<file path="config.mk">
export PLATFORM = sky130hd
export DESIGN_NAME = fsab_arbiter_fifo
export DESIGN_NICKNAME = d
export VERILOG_FILES = /design/src/rtl/fsab_arbiter_fifo.sv
export SDC_FILE = /design/constraint.sdc
export NUM_CORES = 2
export LEC_CHECK = 0
export CORE_ASPECT_RATIO = 1.1
export CORE_UTILIZATION = 50
export CTS_BUF_LIST = sky130_fd_sc_hd__clkbuf_8
export DETAILED_ROUTE_END_ITERATION = 16
export GPL_TIMING_DRIVEN = 0
export PLACE_DENSITY = 0.69
export REMOVE_ABC_BUFFERS = 1
export SLEW_MARGIN = 0
export SYNTH_ARGS = -nofsm -noshare
export SYNTH_HDL_FRONTEND = slang
export SYNTH_SLANG_ARGS = --single-unit
</file>
<file path="constraint.sdc">
create_clock -name clk -period 8.5 [get_ports clk]
set_input_delay 0.85 -clock clk [delete_from_list [all_inputs] [get_ports clk]]
set_output_delay 0.85 -clock clk [all_outputs]
set_load 0.01 [all_outputs]
</file>
<file path="src/rtl/fsab_arbiter_fifo.sv">
// Per-device FSAB ingress buffer: stores whole requests, flags the arbiter when one is
// complete, and replays exactly one transaction per start pulse before returning a credit.
module fsab_arbiter_fifo #(
  parameter int MYINDEX = 0,
  parameter int REQ_W   = 1,
  parameter int DID_W   = 4,
  parameter int ADDR_W  = 31,
  parameter int LEN_W   = 4,
  parameter int DATA_W  = 64,
  parameter int MASK_W  = 8,
  parameter int CREDITS = 4,
  parameter int MAX_LEN = 8
) (
  input  logic              clk,
  input  logic              Nrst,
  input  logic              inp_valid,
  input  logic [REQ_W-1:0]  inp_mode,
  input  logic [DID_W-1:0]  inp_did,
  input  logic [DID_W-1:0]  inp_subdid,
  input  logic [ADDR_W-1:0] inp_addr,
  input  logic [LEN_W-1:0]  inp_len,
  input  logic [DATA_W-1:0] inp_data,
  input  logic [MASK_W-1:0] inp_mask,
  output logic              inp_credit,
  input  logic              start_trans,
  output logic              empty_b,
  output logic              active,
  output logic              out_valid,
  output logic [REQ_W-1:0]  out_mode,
  output logic [DID_W-1:0]  out_did,
  output logic [DID_W-1:0]  out_subdid,
  output logic [ADDR_W-1:0] out_addr,
  output logic [LEN_W-1:0]  out_len,
  output logic [DATA_W-1:0] out_data,
  output logic [MASK_W-1:0] out_mask
);
  localparam int DDEPTH = CREDITS * MAX_LEN;
  localparam int HPW    = (CREDITS > 1) ? $clog2(CREDITS) : 1;
  localparam int DPW    = (DDEPTH > 1) ? $clog2(DDEPTH) : 1;
  localparam int HCW    = $clog2(CREDITS + 1);
  localparam int DCW    = $clog2(DDEPTH + 1);
  localparam int BW     = $clog2(MAX_LEN + 1);
  localparam int HDR_W  = REQ_W + 2 * DID_W + ADDR_W + LEN_W;
  localparam int BEAT_W = DATA_W + MASK_W;

  if (MYINDEX < 0) begin : g_index_check
    $error("fsab_arbiter_fifo: MYINDEX must be non-negative");
  end

  typedef enum logic {S_IDLE, S_REPLAY} state_t;

  // Reads are one beat; write length 0 means one beat and is clamped to MAX_LEN.
  function automatic logic [BW-1:0] beats_of(input logic [REQ_W-1:0] mode,
                                             input logic [LEN_W-1:0] len);
    if (mode == '0 || len == '0) return BW'(1);
    if (32'(len) > MAX_LEN) return BW'(MAX_LEN);
    return BW'(len);
  endfunction

  function automatic logic [HPW-1:0] hinc(input logic [HPW-1:0] p);
    return (32'(p) == CREDITS - 1) ? '0 : p + 1'b1;
  endfunction

  function automatic logic [DPW-1:0] dinc(input logic [DPW-1:0] p);
    return (32'(p) == DDEPTH - 1) ? '0 : p + 1'b1;
  endfunction

  logic [HDR_W-1:0]  hq [CREDITS];
  logic [BEAT_W-1:0] dq [DDEPTH];
  logic [HPW-1:0]    hwr, hrd;
  logic [DPW-1:0]    dwr, drd;
  logic [HCW-1:0]    hcnt, ccnt, ccnt_nxt;
  logic [DCW-1:0]    dcnt;
  logic [BW-1:0]     rem, left, in_beats, head_beats;
  logic              drop;
  state_t            state, state_nxt;
  logic              hdr_beat, cont_beat, hq_push, dq_push, complete;
  logic              accept_start, pop_data, pop_hdr;
  logic [HDR_W-1:0]  head_hdr;
  logic [BEAT_W-1:0] head_beat;

  assign head_hdr   = hq[hrd];
  assign head_beat  = dq[drd];
  assign head_beats = beats_of(head_hdr[HDR_W-1 -: REQ_W], head_hdr[LEN_W-1:0]);
  assign active     = (state == S_REPLAY);

  // A header arriving while the header queue is full drops the whole transaction;
  // its remaining beats are still counted off so the framing stays in step.
  always_comb begin
    hdr_beat  = inp_valid && (rem == '0);
    cont_beat = inp_valid && (rem != '0);
    in_beats  = beats_of(inp_mode, inp_len);
    hq_push   = hdr_beat && (hcnt != HCW'(CREDITS));
    dq_push   = (hq_push || (cont_beat && !drop)) && (dcnt != DCW'(DDEPTH));
    complete  = (hq_push && in_beats == BW'(1)) ||
                (cont_beat && !drop && rem == BW'(1));
  end

  always_comb begin
    state_nxt    = state;
    accept_start = 1'b0;
    pop_data     = 1'b0;
    pop_hdr      = 1'b0;
    case (state)
      S_IDLE: begin
        if (start_trans && empty_b) begin
          accept_start = 1'b1;
          pop_data     = 1'b1;
          state_nxt    = S_REPLAY;
        end
      end
      S_REPLAY: begin
        if (left > BW'(1)) begin
          pop_data = 1'b1;
        end else begin
          pop_hdr   = 1'b1;
          state_nxt = S_IDLE;
        end
      end
      default: state_nxt = S_IDLE;
    endcase
  end

  assign ccnt_nxt = ccnt + HCW'(complete) - HCW'(accept_start);

  always_ff @(posedge clk or negedge Nrst) begin
    if (!Nrst) state <= S_IDLE;
    else       state <= state_nxt;
  end

  always_ff @(posedge clk or negedge Nrst) begin
    if (!Nrst) begin
      hwr        <= '0;
      hrd        <= '0;
      dwr        <= '0;
      drd        <= '0;
      hcnt       <= '0;
      dcnt       <= '0;
      ccnt       <= '0;
      rem        <= '0;
      drop       <= 1'b0;
      left       <= '0;
      empty_b    <= 1'b0;
      inp_credit <= 1'b0;
    end else begin
      if (hq_push)  hwr <= hinc(hwr);
      if (pop_hdr)  hrd <= hinc(hrd);
      if (dq_push)  dwr <= dinc(dwr);
      if (pop_data) drd <= dinc(drd);
      hcnt       <= hcnt + HCW'(hq_push) - HCW'(pop_hdr);
      dcnt       <= dcnt + DCW'(dq_push) - DCW'(pop_data);
      ccnt       <= ccnt_nxt;
      empty_b    <= (ccnt_nxt != '0);
      inp_credit <= pop_hdr;
      if (hdr_beat) begin
        rem  <= in_beats - BW'(1);
        drop <= !hq_push;
      end else if (cont_beat) begin
        rem <= rem - BW'(1);
      end
      if (accept_start)  left <= head_beats;
      else if (pop_data) left <= left - BW'(1);
    end
  end

  // Queue storage carries no reset; occupancy is tracked by the counters above.
  always_ff @(posedge clk) begin
    if (hq_push) hq[hwr] <= {inp_mode, inp_did, inp_subdid, inp_addr, inp_len};
    if (dq_push) dq[dwr] <= {inp_data, inp_mask};
  end

  always_ff @(posedge clk or negedge Nrst) begin
    if (!Nrst) begin
      out_valid  <= 1'b0;
      out_mode   <= '0;
      out_did    <= '0;
      out_subdid <= '0;
      out_addr   <= '0;
      out_len    <= '0;
      out_data   <= '0;
      out_mask   <= '0;
    end else begin
      if (accept_start) begin
        out_valid <= 1'b1;
        {out_mode, out_did, out_subdid, out_addr, out_len} <= head_hdr;
      end else if (pop_hdr) begin
        out_valid <= 1'b0;
      end
      if (pop_data) {out_data, out_mask} <= head_beat;
    end
  end

endmodule

</file>
==> flow_summary.json <==
{
  "status": "finished, final reports clean",
  "drt_iter0_drc": 5961,
  "synth.yosys.warnings": 0,
  "cp-startpoint": "rem[0]",
  "vias": 50000,
  "clk_pin_slew_worst_paths_ps": 60,
  "hold_class": "input port to async pin",
  "regArea_um2": 78400,
  "num_rows": 171,
  "drc": 0,
  "root_buffer": "clkbuf_8",
  "reg2reg_to": "dq[29][57]",
  "layout-drive-gt1-share": 0.231,
  "crit_fanout": 22,
  "grt_max_degree": 66,
  "syn2layout_area_growth_pct": 16.8,
  "fmax_ghz": 0.207,
  "multiInputGateArea_um2": 20500,
  "h-tree-depth": 5,
  "dp.cells": 7366,
  "layoutNonFillerInstCount": 8124,
  "powerDensity_nw_per_um2": 315,
  "critPathSlowestCell": "nor2_4",
  "ys_seq_area_frac": 0.784,
  "start_util": 0.505,
  "place_ws_ps": 3740,
  "drt-vias-per-instance": 6.16,
  "synth_area_leaders": "edfxtp_1, mux4_2, dfrtp_1",
  "worstPathArrival_ps": 5520,
  "tns_ps": 0,
  "p_leak_nw": 38.7,
  "async_reset_ff_frac": 0.0588,
  "cts_tree": "done",
  "fin_crit_ps": 4820,
  "setup_slack_ps": 3680,
  "die-area_um2": 202000,
  "ant_nets": 0,
  "whs_ps": 256,
  "num_io_pins": 240,
  "crit-reg2reg-launch": "rem[0]",
  "routed_wl_um": 239000,
  "ir_drop_v": 0.000334,
  "antenna_found_initial": 19,
  "post_dp_cell_area_um2": 109000,
  "core-area_um2": 198000,
  "timing.final.hold_violations": 0,
  "finalSetupViolations": 0,
  "routabilityCongestion": 0.691,
  "synth_edf_count": 2480,
  "swShare": 0.304,
  "clock_skew_ps": 86.8,
  "tightestPinTransition_ps": 1180,
  "syn_inst": 4600,
  "post-route-period-util": 0.568,
  "r2r_cells": 9,
  "p_clk_frac": 0.278,
  "start_kind": "register",
  "ys_types": 51,
  "clk_latency_ps": 1090,
  "crit_type": "register to register",
  "fillers": 13700,
  "synth_seq_cells": 2635,
  "cap_violations": 0,
  "syn-cell-area_um2": 99900,
  "p_int_mw": 25.6,
  "die_h_um": 471,
  "numCtsBuffers": 417,
  "io_buffers": 239,
  "cp_slowest_stage_delay_ps": 1040,
  "first_global_vias": 51900,
  "cts_resized": 0,
  "yosysTopAreaCellShare": 0.745,
  "final_max_slew_viol_count": 0,
  "syn_avg_cell_area_um2": 21.7,
  "die-width_um": 428,
  "reg2reg_slack_ps": 3680,
  "pwr-share-comb": 0.291,
  "crit_required_ps": 9200,
  "cp-end-kind": "register",
  "synthFlopType": "edfxtp_1",
  "wl_per_cell_um": 29.4,
  "synth_top_area_cell": "edfxtp_1",
  "grt_pass1_wl_um": 349000,
  "cts.path.max_buffers": 4,
  "grt_overflow": 0,
  "cts_sinks": 2635,
  "rsz0062_at_grt": "false",
  "track_usage": 0.237,
  "crit_path_end": "dq[29][57]",
  "dp_hpwl_um": 143000,
  "num-nets-final": 5344,
  "fin_area_um2": 117000,
  "first_pass_iters": 5,
  "critPathMostFrequentCell": "buf_12",
  "seqPwrFrac": 0.431,
  "netSwitchingPower_mw": 11.2,
  "crit_chain": "inv_1, ha_1, nor3b_1, mux2i_1, nand3_1, nor2_4, buf_12, buf_12, buf_12",
  "slew_headroom": 0.212
}
power by group through the flow:
stage / Sequential (mW) / Combinational [mW] / Clock [mW]
floorplan: 16.6 / 6.95 / 0
global placement: 16.9 / 9.22 / 0
detailed placement: 16.1 / 10.7 / 0
CTS: 15.9 / 10.8 / 10.4
global route: 15.9 / 11.4 / 10.9
finish: 15.9 / 10.7 / 10.2
worst max-delay path: cells and delay by family (launching register included):
family | cells | cell delay [ps]
DFF | 1 | 420
and+or+nand+nor | 3 | 2350
buffers and inverters | 4 | 840
adders and majority gates | 1 | 190
muxes | 1 | 610
metrics by stage:
stage                     utilization  total power, mW
final                           0.590             36.8
after global routing            0.590             38.3
after CTS                       0.589             37.0
after detailed placement        0.549             26.8
after global placement          0.527             26.1
after floorplan                     -             23.6
repair_timing:
| item | in CTS | in global routing |
|---|---|---|
| hold buffers | 1 | 0 |
| endpoints found under the hold margin | 37 | 0 |
| setup buffers | 0 | 0 |
placed cells by master, fill, tap and decap left out, types with 5 or more instances in the layout:
cell type / n
nor2_4: 34
dfrtp_1: 150
clkinv_2: 48
clkbuf_8: 479
a22o_1: 145
nor3b_1: 5
clkinv_1: 69
nand2_1: 146
nor2_1: 91
buf_12: 129
nand3b_1: 6
mux4_2: 476
a22oi_1: 144
ha_1: 30
mux2_2: 9
a32oi_1: 72
a21oi_1: 8
inv_1: 167
bufinv_16: 9
edfxtp_1: 2480
o21ai_0: 11
buf_16: 50
nand3_1: 8
o221ai_1: 72
clkdlybuf4s50_1: 238
mux2i_1: 362
buf_6: 7
xnor2_1: 6
registers in the layout, summed over array words and instances (netlist names), 3 cells and up:
register	cells
out_mask	8
dcnt	6
dq	2304
out_data	64
dwr	5
out_did	4
rem	4
left	4
out_len	4
hcnt	3
out_subdid	4
out_addr	31
hq	176
drd	5
ccnt	3
metal layers:
metal | up-vias | track usage | routed length (µm)
met5 | - | 0 | 91
met4 | 16 | 0.0825 | 7140
met3 | 499 | 0.0651 | 25200
met2 | 2662 | 0.369 | 114000
met1 | 26300 | 0.325 | 92900
li1 | 20600 | - | -
Yosys cell counts (all sizes together), types with 3 or more instances:
library cell / number
xor2: 3
nor3b: 5
a22o: 145
a32oi: 72
nand3: 9
mux2i: 362
mux4: 476
clkbuf: 107
buf: 150
ha: 30
xnor2: 6
nand2: 147
a22oi: 144
inv: 28
mux2: 9
dfrtp: 155
fa: 3
and2: 8
nor2b: 6
o221ai: 72
edfxtp: 2480
nor3: 3
a31oi: 3
a21o: 4
a21oi: 8
nand3b: 6
nor2: 125
o21ai: 11
cells by family (layout without fill, tap and decap cells):
family	count (synthesis)	count (layout)	synth area share
AOI/OAI and AO/OA	472	472	0.0389
xor gates and xnor gates	9	9	0.000789
adders and majority gates	33	33	0.00436
buffers and inverters	285	1210	0.0138
DFF	2635	2635	0.784
muxes	847	847	0.145
other	0	4	0
and+or+nand+nor	319	319	0.0132
cell type report:
| type | instances | area share |
|---|---|---|
| clock buffer | 479 | 0.0565 |
| clock inverter | 274 | 0.0118 |
| sequential | 2635 | 0.672 |
| tap | 2595 | 0.0278 |
| antenna | 4 | 0.0000858 |
| multi-input combinational | 1680 | 0.176 |
| inverter | 28 | 0.000901 |
| timing repair buffer | 429 | 0.0556 |
worst min path at each step:
stage	depth (start not counted)	end	slack [ps]
floorplan	1	ccnt[0]	470
global placement	2	out_did[3]	460
detailed placement	2	out_addr[20]	460
CTS	2	out_mask[0]	170
global route	2	out_mask[7]	220
finish	2	out_mask[7]	260
Power figures use the tool's default switching activity.
